==> config.mk <==
export PLATFORM = sky130hd
export DESIGN_NAME = debug_dump_uart
export DESIGN_NICKNAME = d
export VERILOG_FILES = /design/src/rtl/debug_dump_uart.sv
export SDC_FILE = /design/constraint.sdc
export NUM_CORES = 1
export LEC_CHECK = 0
export CAP_MARGIN = 20
export CORE_MARGIN = 2
export CORE_UTILIZATION = 55
export CTS_CLUSTER_DIAMETER = 30
export DETAILED_ROUTE_END_ITERATION = 7
export PLACE_DENSITY_LB_ADDON = 0.3
export SLEW_MARGIN = 15
export SYNTH_ARGS = -nofsm -noshare
export SYNTH_HDL_FRONTEND = slang
export SYNTH_SLANG_ARGS = --single-unit
==> constraint.sdc <==
create_clock -name clk -period 6.7 [get_ports clk]
set_clock_uncertainty 0.15 [all_clocks]
set_input_delay 0.67 -clock clk [delete_from_list [all_inputs] [get_ports clk]]
set_output_delay 0.67 -clock clk [all_outputs]
set_load 0.05 [all_outputs]
==> src/rtl/debug_dump_uart.sv <==
// Debug dump engine: on CPU halt or a manual request, reads RF[0..3] and DM[0..15] and streams them out as UART 8N1.
// Build option: define DUMP_ASCII_HEX_EN for ASCII hex output; otherwise raw bytes preceded by a 0xA5 header.
module debug_dump_uart #(
    parameter int CLKS_PER_BIT  = 868,
    parameter int SETTLE_CYCLES = 2
) (
    input  logic       clk,
    input  logic       rst_n,
    input  logic       stopped,
    input  logic       dump_req,
    input  logic [7:0] read_data,
    output logic [3:0] read_addr,
    output logic       is_dm_access,
    output logic       tx,
    output logic       busy,
    output logic       done
);
    localparam int BAUD_W = (CLKS_PER_BIT > 1) ? $clog2(CLKS_PER_BIT) : 1;
    localparam int SET_W  = (SETTLE_CYCLES > 1) ? $clog2(SETTLE_CYCLES) : 1;
    localparam logic [BAUD_W-1:0] BAUD_LAST   = BAUD_W'(CLKS_PER_BIT - 1);
    localparam logic [SET_W-1:0]  SETTLE_LAST = SET_W'(SETTLE_CYCLES - 1);
    localparam logic [4:0]        LAST_ENTRY  = 5'd19;
`ifdef DUMP_ASCII_HEX_EN
    localparam logic [1:0]        SEND_LAST   = 2'd2;
`else
    localparam logic [1:0]        SEND_LAST   = 2'd0;
`endif

    typedef enum logic [2:0] {IDLE, SETUP, SETTLE, CAPTURE, SEND, NEXT, FINISH} state_t;

    state_t            r_state;
    logic              r_stopped_d;
    logic              r_edge_valid;
    logic              r_busy;
    logic              r_done;
    logic              r_is_dm;
    logic [3:0]        r_read_addr;
    logic [4:0]        r_entry;
    logic [SET_W-1:0]  r_settle_cnt;
    logic [7:0]        r_snap;
    logic [1:0]        r_char_idx;
    logic              r_tx;
    logic              r_tx_active;
    logic [8:0]        r_shift;
    logic [3:0]        r_bit_cnt;
    logic [BAUD_W-1:0] r_baud_cnt;
    logic [7:0]        r_hold;
    logic              r_hold_valid;

    logic       w_stopped_rise;
    logic       w_trigger;
    logic       w_push;
    logic [7:0] w_push_byte;
    logic       w_last_tick;
    logic       w_uart_free;
    logic       w_load_hold;
    logic       w_load_push;
    logic       w_to_hold;
    logic       w_drained;

    function automatic logic [3:0] f_addr(input logic [4:0] entry);
        logic [4:0] t;
        t = (entry < 5'd4) ? entry : entry - 5'd4;
        return t[3:0];
    endfunction

`ifdef DUMP_ASCII_HEX_EN
    function automatic logic [7:0] f_hex(input logic [3:0] n);
        return (n < 4'd10) ? (8'h30 + {4'h0, n}) : (8'h37 + {4'h0, n});
    endfunction
`endif

    assign read_addr    = r_read_addr;
    assign is_dm_access = r_is_dm;
    assign tx           = r_tx;
    assign busy         = r_busy;
    assign done         = r_done;

    // The edge detector is only armed one cycle after reset, so a stopped already high at release is not a rise.
    assign w_stopped_rise = stopped && !r_stopped_d && r_edge_valid;
    assign w_trigger      = (r_state == IDLE) && !r_done && (w_stopped_rise || dump_req);

    always_comb begin
        w_push      = 1'b0;
        w_push_byte = 8'h00;
        case (r_state)
`ifdef DUMP_ASCII_HEX_EN
            SEND: begin
                if (!r_hold_valid) begin
                    w_push = 1'b1;
                    case (r_char_idx)
                        2'd0:    w_push_byte = f_hex(r_snap[7:4]);
                        2'd1:    w_push_byte = f_hex(r_snap[3:0]);
                        default: w_push_byte = 8'h20;
                    endcase
                end
            end
            FINISH: begin
                if (!r_hold_valid && r_char_idx != 2'd2) begin
                    w_push      = 1'b1;
                    w_push_byte = (r_char_idx == 2'd0) ? 8'h0D : 8'h0A;
                end
            end
`else
            IDLE: begin
                if (w_trigger) begin
                    w_push      = 1'b1;
                    w_push_byte = 8'hA5;
                end
            end
            SEND: begin
                if (!r_hold_valid) begin
                    w_push      = 1'b1;
                    w_push_byte = r_snap;
                end
            end
`endif
            default: ;
        endcase
    end

    // A one-byte holding register lets the next frame start on the very cycle the previous stop bit ends.
    assign w_last_tick = r_tx_active && (r_baud_cnt == BAUD_LAST) && (r_bit_cnt == 4'd9);
    assign w_uart_free = !r_tx_active || w_last_tick;
    assign w_load_hold = w_uart_free && r_hold_valid;
    assign w_load_push = w_uart_free && !r_hold_valid && w_push;
    assign w_to_hold   = w_push && !w_load_push;
    assign w_drained   = !r_hold_valid && (w_last_tick || !r_tx_active);

    always_ff @(posedge clk or negedge rst_n) begin
        if (!rst_n) begin
            r_tx         <= 1'b1;
            r_tx_active  <= 1'b0;
            r_shift      <= 9'h1FF;
            r_bit_cnt    <= 4'd0;
            r_baud_cnt   <= '0;
            r_hold       <= 8'h00;
            r_hold_valid <= 1'b0;
        end else begin
            if (w_load_hold || w_load_push) begin
                r_tx_active <= 1'b1;
                r_tx        <= 1'b0;
                r_shift     <= {1'b1, (w_load_hold ? r_hold : w_push_byte)};
                r_bit_cnt   <= 4'd0;
                r_baud_cnt  <= '0;
            end else if (r_tx_active) begin
                if (r_baud_cnt == BAUD_LAST) begin
                    r_baud_cnt <= '0;
                    if (r_bit_cnt == 4'd9) begin
                        r_tx_active <= 1'b0;
                        r_tx        <= 1'b1;
                    end else begin
                        r_tx      <= r_shift[0];
                        r_shift   <= {1'b1, r_shift[8:1]};
                        r_bit_cnt <= r_bit_cnt + 4'd1;
                    end
                end else begin
                    r_baud_cnt <= r_baud_cnt + BAUD_W'(1);
                end
            end
            if (w_load_hold) begin
                r_hold_valid <= 1'b0;
            end else if (w_to_hold) begin
                r_hold_valid <= 1'b1;
                r_hold       <= w_push_byte;
            end
        end
    end

    always_ff @(posedge clk or negedge rst_n) begin
        if (!rst_n) begin
            r_state      <= IDLE;
            r_stopped_d  <= 1'b0;
            r_edge_valid <= 1'b0;
            r_busy       <= 1'b0;
            r_done       <= 1'b0;
            r_is_dm      <= 1'b0;
            r_read_addr  <= 4'd0;
            r_entry      <= 5'd0;
            r_settle_cnt <= '0;
            r_snap       <= 8'h00;
            r_char_idx   <= 2'd0;
        end else begin
            r_stopped_d  <= stopped;
            r_edge_valid <= 1'b1;
            r_done       <= 1'b0;
            case (r_state)
                IDLE: begin
                    if (w_trigger) begin
                        r_busy      <= 1'b1;
                        r_entry     <= 5'd0;
                        r_read_addr <= 4'd0;
                        r_is_dm     <= 1'b0;
                        r_char_idx  <= 2'd0;
                        r_state     <= SETUP;
                    end
                end
                SETUP: begin
                    r_read_addr  <= f_addr(r_entry);
                    r_is_dm      <= (r_entry >= 5'd4);
                    r_settle_cnt <= '0;
                    r_state      <= SETTLE;
                end
                SETTLE: begin
                    if (r_settle_cnt == SETTLE_LAST) begin
                        r_state <= CAPTURE;
                    end else begin
                        r_settle_cnt <= r_settle_cnt + SET_W'(1);
                    end
                end
                CAPTURE: begin
                    r_snap     <= read_data;
                    r_char_idx <= 2'd0;
                    r_state    <= SEND;
                end
                SEND: begin
                    if (!r_hold_valid) begin
                        if (r_char_idx == SEND_LAST) begin
                            r_char_idx <= 2'd0;
                            r_state    <= NEXT;
                        end else begin
                            r_char_idx <= r_char_idx + 2'd1;
                        end
                    end
                end
                NEXT: begin
                    if (r_entry == LAST_ENTRY) begin
                        r_char_idx <= 2'd0;
                        r_state    <= FINISH;
                    end else begin
                        r_entry     <= r_entry + 5'd1;
                        r_read_addr <= f_addr(r_entry + 5'd1);
                        r_is_dm     <= ((r_entry + 5'd1) >= 5'd4);
                        r_state     <= SETUP;
                    end
                end
                FINISH: begin
`ifdef DUMP_ASCII_HEX_EN
                    if (w_push) begin
                        r_char_idx <= r_char_idx + 2'd1;
                    end else if (r_char_idx == 2'd2 && w_drained) begin
                        r_done  <= 1'b1;
                        r_busy  <= 1'b0;
                        r_state <= IDLE;
                    end
`else
                    if (w_drained) begin
                        r_done  <= 1'b1;
                        r_busy  <= 1'b0;
                        r_state <= IDLE;
                    end
`endif
                end
                default: r_state <= IDLE;
            endcase
        end
    end
endmodule

[Yosys cells after proc, flatten, opt, wreduce, memory -nomap -nowiden]
Cells that the tools add are included.
W data, S select, Z words.
Storage, ports and cells
  logic and storage cells: 141
  output and inout bits: 8
  flip-flop bits (word level): 62
  input bits: 12
Operators by class
  order comparisons: 4
  multiplexer cells: 58
  reduce and logical (&&, ||, !) cells: 36
  $add $sub $neg: 7
  bitwise operators: 1
  equal/unequal tests: 17
Operators by type and width (number)
  $mux W9: 4
  $mux W4: 8
  $mux W10: 3
  $mux W8: 3
  $pmux W3 S7: 1
  $mux W1: 19
  $mux W3: 6
  $pmux W8 S2: 1
  $ne A2 B2 Y1 const B: 7
  $pmux W4 S3: 1
  $reduce_and A3 Y1: 4
  $reduce_bool A2 Y1: 6
  $add A10 B1 Y10 const B: 1
  $eq A10 B10 Y1 const B: 1
  $ge A5 B3 Y1 const B: 2
  $logic_and A1 B1 Y1: 10
  $lt A5 B3 Y1 const B: 2
  $mux W5: 2
  $pmux W5 S2: 1
  $eq A3 B3 Y1 const B: 3
  $mux W2: 4
  $pmux W2 S4: 1
  $sub A4 B3 Y4 const B: 2
  $eq A3 B2 Y1 const B: 2
  20 further kinds: 29

[Logic depth before layout (Yosys ltp)]
Gate-level depths: netlist of the first run.
  depth after elaboration: 12
  depth in mapped cells: 8
  depth with buffers taken out: 7

[Least setup slack after synthesis of the first run]
OpenSTA, ideal clock, no wires.
  path kind: input -> register
  start point: input stopped
  end point: register r_bit_cnt[1]
  data arrival time: 2095 ps
  slack: 4316 ps
  stages on the path: 5
  path buffers: 0
  path through: and3b_1 -> nor4_1 -> o21ai_0 -> o211ai_1 -> o22ai_1
On the way
  cells in the longest elaborated chain, start to end: 10
  elaborated cells between the ends (all ways): 13
  classes of those cells: eq/ne: 1; mux: 3; reduce/logical: 9
Ends and longest elaborated chain
  start, declared: line 9  | input logic stopped,
  $logic_and A1 B1 Y1 * (2 in a row): line 80  | assign w_stopped_rise = stopped && !r_stopped_d && r_edge_valid;
  $logic_or A1 B1 Y1 *: line 81  | assign w_trigger = (r_state == IDLE) && !r_done && (w_stopped_rise || dump_req);
  $logic_and A1 B1 Y1 *: line 81
  $mux W1 *: line 106  | if (w_trigger) begin
  $pmux W1 S2 *: line 86  | case (r_state)
  $logic_and A1 B1 Y1 *: line 126  | assign w_load_push = w_uart_free && !r_hold_valid && w_push;
  $logic_or A1 B1 Y1 *: line 140  | if (w_load_hold || w_load_push) begin
  $ne A2 B1 Y1 (no line) or $reduce_bool A2 Y1 (tied branches)
  $reduce_and A3 Y1 (no line)
  end signal, assigned: line 155  | r_bit_cnt <= r_bit_cnt + 4'd1;
  end, declared: line 45  | logic [3:0] r_bit_cnt;
Mark *: on every way between the ends. The rest lies on a longest branch, timed or not.
A chain may end at the register's enable or synchronous reset.

[Worst setup path in the final report of the first run]
  start point: register r_state[1]
  end point: register r_bit_cnt[0]
On the way
  cells in the longest elaborated chain, start to end: 9
  elaborated cells between the ends (all ways): 13
  classes of those cells: eq/ne: 2; mux: 3; reduce/logical: 8
Ends and longest elaborated chain
  start, declared: line 31  | state_t r_state;
  start signal, assigned: line 172  | r_state <= IDLE;
  start signal, assigned: line 195  | r_state <= SETUP;
  start signal, assigned: line 202  | r_state <= SETTLE;
  $logic_not A3 Y1: line 81, 86
  $logic_and A1 B1 Y1 (2 in a row): line 81
  $mux W1: line 106
  $pmux W1 S2 *: line 86
  $logic_and A1 B1 Y1 *: line 126
  $logic_or A1 B1 Y1 *: line 140
  $ne A2 B1 Y1 (no line) or $reduce_bool A2 Y1 (tied branches)
  $reduce_and A3 Y1 (no line)
Marked as above.

==> flow_summary.rst, run 1 <==
.. list-table::
   :header-rows: 1

   * - Metric
     - Value
   * - Status
     - finished, final reports clean
   * - Dominant cell type by area after synthesis
     - dfrtp_1
   * - Number of clock sinks seen by CTS
     - about 60
   * - Total number of vias
     - roughly 2500
   * - Post-route setup slack
     - 3870 ps
   * - Total wirelength of the detailed-routed design
     - between 6 and 7 mm
   * - Part of the total power dissipated in combinational logic
     - 0.286
   * - Category of the worst setup path launch point
     - flop
   * - Hold crit path type
     - primary input to asynchronous set/reset pin
   * - Half-perimeter wire length after detailed placement
     - about 4.7 mm
   * - Synth async-reset ratio
     - 1.00
   * - Share of the synthesized area in the top cell type
     - 0.405
   * - Number of max-capacitance violations reported
     - 0
   * - Endpoint type of the worst setup path
     - flop
   * - Non-filler instance count after layout
     - 421
   * - Number of global-route vias before repair
     - between 2000 and 2500
   * - Total routing usage reported by global routing
     - 0.227
   * - Leak pwr
     - 1.47 nW
   * - Internal power of the cells
     - 0.739 mW
   * - Number of inserted filler cells in the final layout
     - 479
   * - Initial cell density of the core
     - 0.577
   * - Upper clock frequency limit
     - roughly 350 MHz
   * - Dpl cells
     - 405
   * - Final net count
     - 367
   * - I/O Buffers
     - 19
   * - Ant. Diodes
     - 0
   * - Number of instances resized during post-cts repair
     - 0
   * - Number of enable-type register cells in the synthesized netlist
     - 0
   * - Chip Height
     - about 80 um
   * - Detailed-routing iteration count for the pre-antenna-repair pass
     - 5
   * - Std cell rows
     - 27
   * - Power share of the sequential group
     - 0.470
   * - Leading cell type by number of instances after synthesis
     - dfrtp_1
   * - Total net switching power
     - between 0.4 and 0.5 mW
   * - Final Hold Vio Count
     - 0
   * - Number of post-CTS setup repair buffers
     - 0
   * - Synth Instances
     - 326
   * - Net count after synthesis
     - 349
   * - Share of post-route cells with drive strength above 1
     - 0.135
   * - Final count of negative-setup-slack endpoints
     - 0
   * - Setup CP Type
     - flop to flop
   * - Placer's final routability congestion estimate
     - 0.885
   * - List of most frequent post-synthesis cells
     - 52 x dfrtp_1, 32 x o21ai_0, 27 x nand2_1
   * - Std-Cell Core Area
     - around 0.0056 mm^2
   * - Clock tree from TritonCTS
     - done
   * - Dominant register cell in the synthesized netlist
     - dfrtp_1
   * - Worst Max-Slew Pin Slew
     - 906 ps
   * - Antenna violations before repair
     - 0
   * - Setup Slack @ Placement
     - 3590 ps
   * - Share of total power in the clock network
     - 0.244
   * - Net switching share of the total power
     - 0.353
   * - Chip Width
     - approximately 80 um
   * - Post-detailed-route count of antenna-violating nets
     - 0
   * - Die area
     - 0.00647 mm^2
   * - I/O pin count
     - 20
   * - Clock buffer depth
     - 2
   * - Unrepaired setup endpoints after global routing
     - false
   * - Root cell of the clock tree
     - clkbuf_8
   * - Vias per cell
     - about 6.0
   * - Final period utilization
     - 0.423
   * - Count of hold buffers inserted by post-cts repair
     - 0
   * - IR drop worst, VDD
     - 257 uV
   * - Largest net degree at the start of global routing
     - 62
   * - 1st-iter DRT viols
     - 166
   * - Global-route wire length before repair
     - around 11 mm
   * - Min Clock Period, post-route
     - roughly 2800 ps
   * - Synth cell types
     - 56
   * - WP data required
     - 6720 ps
   * - CP Max Fanout
     - 18
   * - Worst-Skew Late Latency
     - between 300 and 400 ps
   * - DRC
     - 0
   * - Power density over the cells
     - 317 mW/mm^2
   * - Remaining global-route overflow
     - 0
   * - Area Growth Syn to Fin
     - 12.1%
   * - Number of slew-limit violations in the final report
     - 0
   * - Average routed wire per standard cell
     - 15.8 um
   * - Clock input transition at the sequential cells of the worst setup and hold paths
     - 70 ps
   * - Setup TNS
     - 0 ps
   * - Area of the mapped netlist
     - 0.00322 mm^2
   * - Mean Syn Cell Area
     - 9.86 um^2
   * - Top cells by area, synth
     - dfrtp_1 40%, dfstp_2 7.4%, o21ai_0 5.0%, ha_1 4.3%, nand2_1 3.2%
   * - Max_slew headroom
     - 0.391
   * - Flip-flop and latch count after synthesis
     - 61
   * - Seq/Total Area, Yosys
     - 0.478
   * - Post-route cell area
     - about 0.0036 mm^2
   * - Synth warn
     - 0
   * - Cell area after placement
     - 0.00344 mm^2
   * - Data arrival time at the worst-slack endpoint
     - roughly 2900 ps
   * - Number of levels in the clock H-tree
     - 3
   * - CTS Buf Count
     - 9
## path summary, 6_finish.rpt
kind | from | endpoint | slack, ps | cells after the start
min | rst_n | read_addr[3] | 310 | 2
max | r_state[1] | r_bit_cnt[0] | 3870 | 5
min reg2reg | r_shift[4] | r_shift[4] | 340 | 2
max reg2reg | r_state[1] | r_bit_cnt[0] | 3870 | 5
min in group clk | r_shift[4] | r_shift[4] | 340 | 2
max in group asynchronous | rst_n | done | 5560 | 2
## registers in the layout, summed over array words and instances (netlist names)
name and cells:
r_entry 5, is_dm_access 1, r_hold 8, tx 1, r_baud_cnt 10, r_tx_active 1
r_bit_cnt 4, r_state 3, r_snap 8, r_shift 8, busy 1, r_settle_cnt 1
r_char_idx 2, r_edge_valid 1, done 1, read_addr 4, r_hold_valid 1, r_stopped_d 1
## critical path, cell delays in order, from the launching register on
cell,delay [ps]
dfrtp_1,570
nor2_1,430
a21oi_1,230
or2_2,440
a21oi_1,670
mux2i_1,160
## routing by layer
| metal | global-route usage | vias to the layer above | wire [um] |
|---|---|---|---|
| met5 | 0 | - | 0 |
| met4 | 0.0898 | 0 | 118 |
| met3 | 0.0382 | 12 | 197 |
| met2 | 0.348 | 44 | 3100 |
| met1 | 0.321 | 1244 | 3250 |
| li1 | - | 1225 | - |
## kinds of logic after synthesis
| group | share of synthesized area |
|---|---|
| AOI/OAI and AO/OA | 0.231 |
| xor gates and xnor gates | 0.0109 |
| adders and majority gates | 0.0428 |
| buffers and inverters | 0.0440 |
| DFF | 0.478 |
| muxes | 0.0405 |
| other | 0.00117 |
| and+or+nand+nor | 0.152 |
## area by class of cell
type                    instances  area [um^2]  area share
repair buffers                 21          200      0.0556
inverters                      21         78.8      0.0219
clock buffers                  16          160      0.0444
multi-input cells             230         1540       0.426
well taps                      72         90.1      0.0250
flip-flops and latches         61         1540       0.427
## power groups by stage
stage                     Sequential, mW  Combinational, mW  Clock (mW)
final                              0.536              0.327       0.279
after CTS                          0.534              0.326       0.280
after global placement             0.534              0.315           0
after global routing               0.549              0.361       0.295
after detailed placement           0.541              0.323           0
after floorplan                    0.512              0.266           0
## cells in the final DEF (no fill, tap or decap), drive strengths merged, types with 6 or more instances in the layout
cell type,count
dfrtp,52
o21ai,32
nand2,27
nor2,24
inv,21
clkdlybuf4s50,18
clkbuf,16
a21oi,12
nand3,11
ha,11
dfstp,9
mux2,8
a22oi,7
nand2b,6
a31oi,6
o211ai,6
## stage by stage
step | power (mW) | util | hold slack (ps)
2_1_floorplan | 0.778 | - | 224
3_3_place_gp | 0.849 | 0.618 | 310
3_5_place_dp | 0.864 | 0.618 | 329
4_1_cts | 1.14 | 0.646 | 339
5_1_grt | 1.20 | 0.646 | 347
6_report | 1.14 | 0.646 | 312
Power figures use the tool's default switching activity.
==> run 2, diff against run 1 <==
--- a/config.mk
+++ b/config.mk
@@ -7,7 +7,7 @@
 export LEC_CHECK = 0
 export CAP_MARGIN = 20
 export CORE_MARGIN = 2
-export CORE_UTILIZATION = 55
+export CORE_UTILIZATION = 53
 export CTS_CLUSTER_DIAMETER = 30
 export DETAILED_ROUTE_END_ITERATION = 7
 export PLACE_DENSITY_LB_ADDON = 0.3
==> constraint.sdc (replaced) <==
create_clock -name clk -period 2.4 [get_ports clk]
set_clock_uncertainty 0.15 [all_clocks]
set_input_delay 0.24 -clock clk [delete_from_list [all_inputs] [get_ports clk]]
set_output_delay 0.24 -clock clk [all_outputs]
set_load 0.05 [all_outputs]
==> run 2 against run 1 <==
Against the previous run:
- worst hold slack got worse by 100 ps
- global-route usage down 0.34 points
- flip-flop and latch count did not move
- routed wire length decreased by 0.52%
- cell count rose by 6.4%
- worst setup slack lost 3800 ps
- critical endpoint is now r_bit_cnt[3]
- first-iteration DRC count is 14% lower
- clock-buffer cell count down 4
- combinational power grew to 3.3 times the previous value
==> flow_summary.rst, run 2 (synthesis results as in run 1) <==
.. list-table::
   :header-rows: 1

   * - Metric
     - Value
   * - Root cell of the clock tree
     - clkbuf_8
   * - Chip Height
     - 81.9 um
   * - Number of global-route vias before repair
     - 2542
   * - Total wirelength of the detailed-routed design
     - 6.63 mm
   * - CP Max Fanout
     - 10
   * - Final Hold Vio Count
     - 0
   * - Worst-Skew Late Latency
     - around 330 ps
   * - Final net count
     - 391
   * - Non-filler instance count after layout
     - 448
   * - Dpl cells
     - approximately 430
   * - Flip-flop count of the largest register, all copies and words added
     - 10
   * - Hold crit path type
     - primary input to flop
   * - I/O Buffers
     - 19
   * - Std cell rows
     - 28
   * - Clock buffer depth
     - 2
   * - Most frequent cells in the layout
     - 52 x dfrtp_1, 32 x o21ai_0, 27 x nand2_1, 24 x nor2_1, 23 x buf_4
   * - Setup CP Type
     - flop to flop
   * - Final period utilization
     - 0.959
   * - Chip Width
     - 81.9 um
   * - Number of inserted filler cells in the final layout
     - 479
   * - Vias per cell
     - around 5.8
   * - Number of slew-limit violations in the final report
     - 0
   * - Initial cell density of the core
     - 0.546
   * - Worst Max-Slew Pin Slew
     - ~500 ps
   * - Total routing usage reported by global routing
     - 0.223
   * - Leak pwr
     - 1.63 nW
   * - DRC
     - 0
   * - Global-route wire length before repair
     - ~11 mm
   * - Std-Cell Core Area
     - 0.00589 mm^2
   * - IR drop worst, VDD
     - 593 uV
   * - Endpoint type of the worst setup path
     - flop
   * - Total number of vias
     - 2612
   * - Largest net degree at the start of global routing
     - 62
   * - Final count of negative-setup-slack endpoints
     - 0
   * - Area Growth Syn to Fin
     - 20.2%
   * - Number of max-capacitance violations reported
     - 0
   * - Post-detailed-route count of antenna-violating nets
     - 0
   * - Ant. Diodes
     - 0
   * - Data arrival time at the worst-slack endpoint
     - 2370 ps
   * - I/O pin count
     - 20
   * - Clock input transition at the sequential cells of the worst setup and hold paths
     - 70 ps
   * - Power density over the cells
     - 896 mW/mm^2
   * - 1st-iter DRT viols
     - 143
   * - Unrepaired setup endpoints after global routing
     - false
   * - CTS Buf Count
     - 9
   * - Number of instances resized during post-cts repair
     - 0
   * - Max_slew headroom
     - 0.664
   * - Upper clock frequency limit
     - 435 MHz
   * - Die area
     - 0.00671 mm^2
   * - Category of the worst setup path launch point
     - flop
   * - Status
     - finished, final reports clean
   * - Clock tree from TritonCTS
     - done
   * - Antenna violations before repair
     - 0
   * - Setup TNS
     - 0 ps
   * - Average routed wire per standard cell
     - 14.8 um
   * - Most common library cell in the layout ignoring fill and taps
     - dfrtp_1
   * - Detailed-routing iteration count for the pre-antenna-repair pass
     - 4
   * - Remaining global-route overflow
     - 0
   * - Number of post-CTS setup repair buffers
     - 0
   * - Min Clock Period, post-route
     - 2300 ps
   * - Number of levels in the clock H-tree
     - 3
   * - Share of post-route cells with drive strength above 1
     - 0.204
   * - Top register by number of flip-flops
     - r_baud_cnt
   * - Number of clock sinks seen by CTS
     - 61
   * - Half-perimeter wire length after detailed placement
     - 4.79 mm
   * - Placer's final routability congestion estimate
     - 0.891
   * - WP data required
     - 2470 ps
-- run 2: cell types whose count changed in the layout (fill, tap and decap cells not counted) --
cell | previous run | this run
clkbuf_1 | 6 | 0
buf_4 | 2 | 23
clkinv_2 | 0 | 3
dlygate4sd3_1 | 0 | 1
clkbuf_8 | 10 | 12
buf_12 | 0 | 2
bufinv_16 | 0 | 1
-- run 2: power by group --
group | switching, mW | leakage, nW | internal [mW]
Sequential | 0.188 | 0.729 | 1.25
Clock | 0.388 | 0.112 | 0.559
Combinational | 0.581 | 0.789 | 0.503
-- run 2: final timing paths --
check                               from            to  slack [ps]  cells past startpoint
setup / recovery           r_baud_cnt[0]  r_bit_cnt[3]         100                      7
hold / removal                   stopped   r_stopped_d         210                      1
setup reg to reg           r_baud_cnt[0]  r_bit_cnt[3]         100                      7
hold reg to reg               r_shift[3]    r_shift[3]         340                      2
max in group asynchronous          rst_n    r_shift[6]        1490                      3
min in group asynchronous          rst_n    r_entry[3]         260                      3
-- run 2: per-stage QoR --
| stage | utilization | cell area, um^2 | power, mW | worst slack (ps) | hold WS, ps |
|---|---|---|---|---|---|
| after floorplan | - | 3220 | 2.17 | 191 | -206 |
| after global placement | 0.619 | 3640 | 2.49 | 107 | 122 |
| after detailed placement | 0.619 | 3640 | 2.52 | 62.1 | 120 |
| after CTS | 0.657 | 3860 | 3.48 | 117 | 210 |
| after global routing | 0.657 | 3860 | 3.67 | 1.19 | 222 |
| final | 0.657 | 3860 | 3.46 | 99.2 | 212 |
-- run 2: worst max-delay path, cell delays in order (launching register included) --
cell       delay (ps)
dfrtp_1           430
ha_1              250
nand2_1           100
or4_4             580
a211oi_4          300
buf_12            160
o211ai_2           80
o2bb2ai_1         130
-- run 2: what timing repair did --
item                       CTS  global route
setup endpoints to repair    0             0
hold endpoints to repair    52             0
hold buffers                 1             0
-- run 2: final cells by class --
type | count | area (um^2) | area share
Clock buffer | 12 | 165 | 0.0427
Clock inverter | 4 | 45.0 | 0.0117
Inverter | 21 | 78.8 | 0.0204
Multi-Input combinational cell | 230 | 1540 | 0.398
Sequential cell | 61 | 1540 | 0.398
Tap cell | 75 | 93.8 | 0.0243
Timing Repair Buffer | 45 | 408 | 0.106
-- run 2: per-layer routing --
metal	routed length (um)	share of wire	GRT usage
met2	3080	0.46	0.341
met3	192	0.029	0.0363
met1	3270	0.49	0.317
met5	0	0	0
met4	91	0.014	0.0900
